--- src/rtl/edge_event_arb.sv ---
// Edge-event controller: per-channel sync + edge detect + one-deep pending slot,
// drained round-robin into a single registered valid/ready event port.
module edge_event_arb #(
    parameter int N  = 4,
    parameter int CW = 2
) (
    input  logic            clk,
    input  logic            rstn,
    input  logic [N-1:0]    dat_i,
    input  logic [2*N-1:0]  edge_sel,
    output logic            evt_valid,
    input  logic            evt_ready,
    output logic [CW-1:0]   evt_ch,
    output logic            evt_rise,
    output logic [N-1:0]    pend_o,
    output logic [N-1:0]    ovf_o,
    input  logic            ovf_clr
);

    logic [N-1:0]  s1_q, s1_d, s2_q, s2_d, s3_q, s3_d;
    logic [N-1:0]  pend_q, pend_d, ptype_q, ptype_d, ovf_q, ovf_d;
    logic          evt_valid_q, evt_valid_d;
    logic          evt_rise_q, evt_rise_d;
    logic [CW-1:0] evt_ch_q, evt_ch_d;
    logic [CW-1:0] rr_ptr_q, rr_ptr_d;

    logic [N-1:0]  rise, fall, det, pop;
    logic          load, found, hit_rise;
    logic [CW-1:0] hit;

    // Scan only registered pending: first from rr_ptr upward, then wrap from 0.
    always_comb begin
        load     = !evt_valid_q || evt_ready;
        found    = 1'b0;
        hit      = '0;
        hit_rise = 1'b0;
        for (int k = 0; k < N; k++) begin
            if (!found && pend_q[k] && (CW'(k) >= rr_ptr_q)) begin
                found    = 1'b1;
                hit      = CW'(k);
                hit_rise = ptype_q[k];
            end
        end
        for (int k = 0; k < N; k++) begin
            if (!found && pend_q[k]) begin
                found    = 1'b1;
                hit      = CW'(k);
                hit_rise = ptype_q[k];
            end
        end
        pop = '0;
        for (int k = 0; k < N; k++) begin
            pop[k] = load && found && (hit == CW'(k));
        end
    end

    always_comb begin
        s1_d    = dat_i;
        s2_d    = s1_q;
        s3_d    = s2_q;
        rise    = '0;
        fall    = '0;
        det     = '0;
        pend_d  = pend_q;
        ptype_d = ptype_q;
        ovf_d   = ovf_clr ? '0 : ovf_q;
        for (int i = 0; i < N; i++) begin
            rise[i] = s2_q[i] & ~s3_q[i];
            fall[i] = ~s2_q[i] & s3_q[i];
            det[i]  = (rise[i] & edge_sel[2*i]) | (fall[i] & edge_sel[2*i+1]);
            // A slot being popped this cycle can accept a fresh edge without overflow.
            if (det[i] && (!pend_q[i] || pop[i])) begin
                pend_d[i]  = 1'b1;
                ptype_d[i] = rise[i];
            end else if (det[i]) begin
                ovf_d[i] = 1'b1;
            end else if (pop[i]) begin
                pend_d[i] = 1'b0;
            end
        end
    end

    always_comb begin
        evt_valid_d = evt_valid_q;
        evt_ch_d    = evt_ch_q;
        evt_rise_d  = evt_rise_q;
        rr_ptr_d    = rr_ptr_q;
        if (load) begin
            if (found) begin
                evt_valid_d = 1'b1;
                evt_ch_d    = hit;
                evt_rise_d  = hit_rise;
                rr_ptr_d    = (hit == CW'(N-1)) ? '0 : hit + CW'(1);
            end else begin
                evt_valid_d = 1'b0;
            end
        end
    end

    always_ff @(posedge clk or negedge rstn) begin
        if (!rstn) begin
            s1_q        <= '0;
            s2_q        <= '0;
            s3_q        <= '0;
            pend_q      <= '0;
            ptype_q     <= '0;
            ovf_q       <= '0;
            evt_valid_q <= 1'b0;
            evt_ch_q    <= '0;
            evt_rise_q  <= 1'b0;
            rr_ptr_q    <= '0;
        end else begin
            s1_q        <= s1_d;
            s2_q        <= s2_d;
            s3_q        <= s3_d;
            pend_q      <= pend_d;
            ptype_q     <= ptype_d;
            ovf_q       <= ovf_d;
            evt_valid_q <= evt_valid_d;
            evt_ch_q    <= evt_ch_d;
            evt_rise_q  <= evt_rise_d;
            rr_ptr_q    <= rr_ptr_d;
        end
    end

    assign evt_valid = evt_valid_q;
    assign evt_ch    = evt_ch_q;
    assign evt_rise  = evt_rise_q;
    assign pend_o    = pend_q;
    assign ovf_o     = ovf_q;

endmodule

--- config.mk ---
export PLATFORM = sky130hd
export DESIGN_NAME = edge_event_arb
export DESIGN_NICKNAME = d
export VERILOG_FILES = /design/src/rtl/edge_event_arb.sv
export SDC_FILE = /design/constraint.sdc
export NUM_CORES = 1
export LEC_CHECK = 0
export CORE_ASPECT_RATIO = 0.75
export CORE_UTILIZATION = 40
export CTS_BUF_LIST = sky130_fd_sc_hd__clkbuf_16
export CTS_CLUSTER_SIZE = 20
export DETAILED_ROUTE_END_ITERATION = 8
export PLACE_DENSITY = 0.64
export SLEW_MARGIN = 20
export SYNTH_ARGS = -nofsm -noshare
export SYNTH_HDL_FRONTEND = slang
export SYNTH_SLANG_ARGS = --single-unit
--- constraint.sdc ---
create_clock -name clk -period 2.31 [get_ports clk]
set_clock_uncertainty 0.2 [all_clocks]
set_input_delay 0.462 -clock clk [delete_from_list [all_inputs] [get_ports clk]]
set_output_delay 0.462 -clock clk [all_outputs]
set_load 0.005 [all_outputs]
# [Word-level counts from Yosys, hierarchy flattened]
# Cells that the tools add are included.
[op_classes] reduce_logical=47 n_addsub=1 magnitude_cmp=4 muxes=46 bitwise=28 n_eq_ne=7
[op_table] op="1-bit two-way mux" count=38
[op_table] op="1-bit logical AND" count=20
[op_table] op="1-bit AND" count=16
[op_table] op="2-bit two-way mux" count=7
[op_table] op="1-bit logical NOT" count=12
[op_table] op="2-bit AND reduction" count=5
[op_table] op="2-bit by 1-bit != test with 1-bit output, second input constant" count=4
[op_table] op="1-bit inverter" count=8
[op_table] op="2-bit nonzero test" count=4
[op_table] op="1-bit logical OR" count=5
[op_table] op="2-bit == test, second input constant" count=2
[op_table] op="1-bit by 2-bit greater-or-equal comparator with 1-bit output, first input constant" count=2
[op_table] op="2-bit greater-or-equal comparator, first input constant" count=2
[op_table] op="4-bit two-way mux" count=1
[op_table] op="1-bit bitwise OR" count=4
[op_table] op="2-bit by 1-bit adder with 2-bit output, second input constant" count=1
[op_table] op="2-bit by 1-bit == test with 1-bit output, second input constant" count=1
[op_table] op="2-bit logical NOT" count=1
[totals] out_inout_bits=12 word_cells=149 regBits=30

# [Longest topological paths before layout]
[logic_depth] ltp_word=33 mapped_depth=10 mapped_depth_nobuf=9

# [Worst setup path after synthesis]
# OpenSTA, ideal clock, no wires.
[synth_timing] kind="reg2reg" startpoint="register pend_q[3], in the netlist pend_o[3]" endpoint="register ptype_q[0]" arrival_ps=2032 t_required_ps=1985 setup_time_ps=125 path_buffers=1 path_slack_ps=-47 stages_incl_launch_ff=11 synth_period_minus_slack_ps=2357 cell_sequence="dfrtp_1 -> clkbuf_1 -> or2b_1 -> o22ai_1 -> nor2_1 -> inv_1 -> ha_1 -> inv_1 -> o21ai_0 -> nor2b_1 -> mux2_2"
[synth_between] elab_chain_cells=19 word_cells_on_any_way=25
[synth_lines] item="start: declaration" line="21" rtl="logic [N-1:0] pend_q, pend_d, ptype_q, ptype_d, ovf_q, ovf_d;"
[synth_lines] item="start signal: assignment" line="116" rtl="pend_q <= pend_d;"
[synth_lines] item="1-bit logical AND (2 in a row)" line="38" rtl="if (!found && pend_q[k] && (CW'(k) >= rr_ptr_q)) begin"
[synth_lines] item="1-bit two-way mux" line="38"
[synth_lines] item="1-bit logical NOT" line="45" rtl="if (!found && pend_q[k]) begin"
[synth_lines] item="1-bit logical AND" line="45"
[synth_lines] item="1-bit two-way mux" line="45"
[synth_lines] item="1-bit logical NOT" line="45"
[synth_lines] item="1-bit logical AND" line="45"
[synth_lines] item="1-bit two-way mux" line="45"
[synth_lines] item="(+3 left out)"
[synth_lines] item="1-bit logical NOT" line="45"
[synth_lines] item="1-bit logical AND" line="45"
[synth_lines] item="2-bit two-way mux *" line="45"
[synth_lines] item="via hit[1]" line="29" rtl="logic [CW-1:0] hit;"
[synth_lines] item="2-bit logical NOT *" line="53" rtl="pop[k] = load && found && (hit == CW'(k));"
[synth_lines] item="1-bit logical AND *" line="53"
[synth_lines] item="1-bit logical OR *" line="72" rtl="if (det[i] && (!pend_q[i] || pop[i])) begin"
[synth_lines] item="1-bit logical AND *" line="72"
[synth_lines] item="end signal: assignment" line="117" rtl="ptype_q <= ptype_d;"
[synth_lines] item="end: declaration" line="21"
# The timed path passes the listed nets; every way through them passes the cells marked *.
# A chain may end at the register's enable or synchronous reset.

# [Worst setup path in the final report]
[layout_timing] startpoint="register rr_ptr_q[1]" endpoint="register ptype_q[0]"
[layout_between] elab_chain_cells=31 word_cells_on_any_way=42
[layout_lines] item="start: declaration" line="25" rtl="logic [CW-1:0] rr_ptr_q, rr_ptr_d;"
[layout_lines] item="start signal: assignment" line="122" rtl="rr_ptr_q <= rr_ptr_d;"
[layout_lines] item="1-bit by 2-bit greater-or-equal comparator with 1-bit output" line="38"
[layout_lines] item="1-bit logical AND" line="38"
[layout_lines] item="1-bit two-way mux" line="38"
[layout_lines] item="1-bit logical NOT" line="38"
[layout_lines] item="1-bit logical AND (2 in a row)" line="38"
[layout_lines] item="1-bit two-way mux" line="38"
[layout_lines] item="1-bit logical NOT" line="38"
[layout_lines] item="1-bit logical AND (2 in a row)" line="38"
[layout_lines] item="(+14 left out)"
[layout_lines] item="1-bit logical NOT" line="45"
[layout_lines] item="1-bit logical AND" line="45"
[layout_lines] item="2-bit two-way mux *" line="45"
[layout_lines] item="via hit[1]" line="29"
[layout_lines] item="2-bit logical NOT *" line="53"
[layout_lines] item="1-bit logical AND *" line="53"
[layout_lines] item="1-bit logical OR *" line="72"
[layout_lines] item="1-bit logical AND *" line="72"
# Marked as above.

==> qor.yml <==
finalSetupTns_ns: 0
place_hpwl_mm: 2.48
antenna_found_initial: 0
final-hold-violation-count: 0
syn_area_per_cell_um2: 10.0
grt_pass1_wl_mm: 5.29
row_count: 18
synth_cells: 140
wl_per_cell_um: 14.0
final_layout_size_suffix_gt1_frac: 0.195
syn-num-nets: 158
min_delay_path_depth: 0
hold_class: "reg -> reg"
numCtsBuffers: 5
grt_pass1_vias: 1167
tightest_slew_ns: 0.425
ys.flop_type: "dfrtp_1"
dp_cells: 221
async_reset_ff_frac: 1.00
n_antenna_cell: 0
drt-vias-per-instance: 5.17
firstDrtPassIters: 4
critPathCaptureType: "flip-flop"
clock_sinks: 30
irDropWorstVdd_v: 0.000703
max-slew-margin-rel: 0.714
synth_cell_types: 37
clock_tree.buffer_depth: 2
ys_ff_latch: 30
critPathMaxFanout: 5
rsz0062_at_grt: "false"
power_density_mw_per_mm2: 1310
core-area_mm2: 0.00331
min-delay-start: "s1_q[3]"
required_ns: 2.26
synth_edf_count: 0
grt_max_degree: 31
dieArea_mm2: 0.00375
regToRegEndpoint: "ptype_q[0]"
ioPinCount: 28
port_buffers: 27
status: "finished clean"
h-tree-depth: 2
p_leak_uw: 0.000913
routabilityCongestion: 0.790
cts_tree: "built"
synthTopCellsByArea: "dfrtp_1, nand2_1, a21oi_1"
fin_crit_sh: 0.950
slew_viol_final: 0
setup_viol: 0
cp-start-kind: "flip-flop"
finalWirelength_mm: 3.23
worstHoldEndpoint: "s2_q[3]"
min_period_ns: 2.19
cts_root_buf: "clkbuf_16"
ant_nets: 0
crit_type: "reg -> reg"
max_freq_mhz: 456
drt_iter0_drc: 47
final_cell_mix: "dfrtp_1, clkdlybuf4s50_1, buf_4"
drc: 0
crit_slowest_cell: "dfrtp_1"
r2r_setup_slack_ns: 0.12
crit_arrival_ns: 2.14
syn-cell-area_mm2: 0.00140
slowest_delay_ns: 0.41
reg2regPathDepth: 9
die_h_um: 53.3
final_nets: 207
worstSkewPairLatency_ns: 0.27
synth_top_cell_by_area: "dfrtp_1"
overflow: 0
seq_area_frac_synth: 0.536
r2r-start: "rr_ptr_q[1]"
cp_common_cell: "inv_1"
grt_use_total: 0.191
area_delta_synth_final_pct: 42.6
synth_top_area_frac: 0.536
path_cells: "or2b_1, o22ai_2, nor2_1, inv_1, ha_1, inv_1, o21ai_2, nor2b_1, mux2_2"
vias: 1188
fp.dieW_um: 70.3
cts.clk_slew.worst_paths_ns: 0.05
cap_violations: 0
fin_cells: 230
start_util: 0.423
yosysWarnings: 0
==> kinds of logic after synthesis <==
| family | share of synthesized area |
|---|---|
| adders and majority gates | 0.0179 |
| muxes | 0.0464 |
| DFF | 0.536 |
| and+or+nand+nor | 0.163 |
| AOI/OAI and AO/OA | 0.179 |
| buffers and inverters | 0.0580 |
==> worst max path at each step <==
| stage | startpoint | endpoint | slack, ns | depth (start not counted) |
|---|---|---|---|---|
| floorplan | pend_o[3] | ptype_q[0] | 0.02 | 10 |
| global placement | evt_ready | ptype_q[2] | 0.02 | 6 |
| detailed placement | rr_ptr_q[1] | ptype_q[0] | -0.009 | 9 |
| CTS | rr_ptr_q[1] | ptype_q[0] | 0.05 | 9 |
| global route | rr_ptr_q[1] | ptype_q[3] | 0.0005 | 7 |
| finish | rr_ptr_q[1] | ptype_q[0] | 0.12 | 9 |
==> flip-flops by register name, indices dropped and copies added, names as in the netlist <==
signal     flops
ovf_o          4
pend_o         4
ptype_q        4
s1_q           4
s2_q           4
s3_q           4
evt_ch         2
rr_ptr_q       2
evt_rise       1
evt_valid      1
==> area by class of cell <==
cell class / instances / area [um^2]
Timing Repair Buffer: 48 / 428
Inverter: 11 / 41.3
Fill cell: 279 / 1310
Tap cell: 40 / 50.0
Clock buffer: 5 / 125
Sequential cell: 30 / 754
Clock inverter: 3 / 12.5
Multi-Input combinational cell: 93 / 587
==> repair_timing <==
action,CTS,global route
endpoints found under the hold margin,0,0
pin swaps,0,1
gates cloned,0,0
endpoints found under the setup margin,1,3
resized for setup,1,5
buffers inserted,0,1
hold buffers,0,0
==> metal layers <==
metal	up-vias	track usage	part of all wire	wire [um]
li1	588	-	-	-
met1	561	0.254	0.47	1520
met2	33	0.289	0.46	1480
met3	6	0.0438	0.050	162
met4	0	0.107	0.019	60
met5	-	0	0	0
==> report_power, final <==
group	switching (uW)	internal, uW	leakage, uW
clock network	197	387	0.0000724
registers	152	671	0.000349
logic	540	668	0.000492
==> metrics by stage <==
stage                     total power [uW]   util  hold slack, ns  setup WS, ns  area (um^2)
after floorplan                       1420      -         -0.0336        0.0193         1400
after global routing                  2810  0.604           0.147      0.000470         2000
after detailed placement              1980  0.553           0.136      -0.00890         1830
after CTS                             2600  0.597           0.147        0.0520         1980
after global placement                1970  0.553           0.132        0.0165         1830
final                                 2620  0.604           0.146         0.116         2000
==> worst max-delay path: cells and delay by family, from the launching register on <==
family | cells | cell delay (ns)
mux | 1 | 0.33
simple gates | 3 | 0.51
compound gates | 2 | 0.35
fa+ha+maj | 1 | 0.14
buf+inv | 2 | 0.13
flops | 1 | 0.41
==> cells in the mapped netlist (2+ instances only) <==
cell,n
dfrtp_1,30
nand2_1,19
inv_1,11
a21oi_1,10
nor2_1,7
nor2b_1,7
o21ai_0,7
o22ai_1,6
and3_1,4
mux2_2,4
nand2b_1,3
buf_2,2
buf_4,2
ha_1,2
mux2i_1,2
nor3_1,2
o21a_1,2
(Power assumes the default switching activity.)
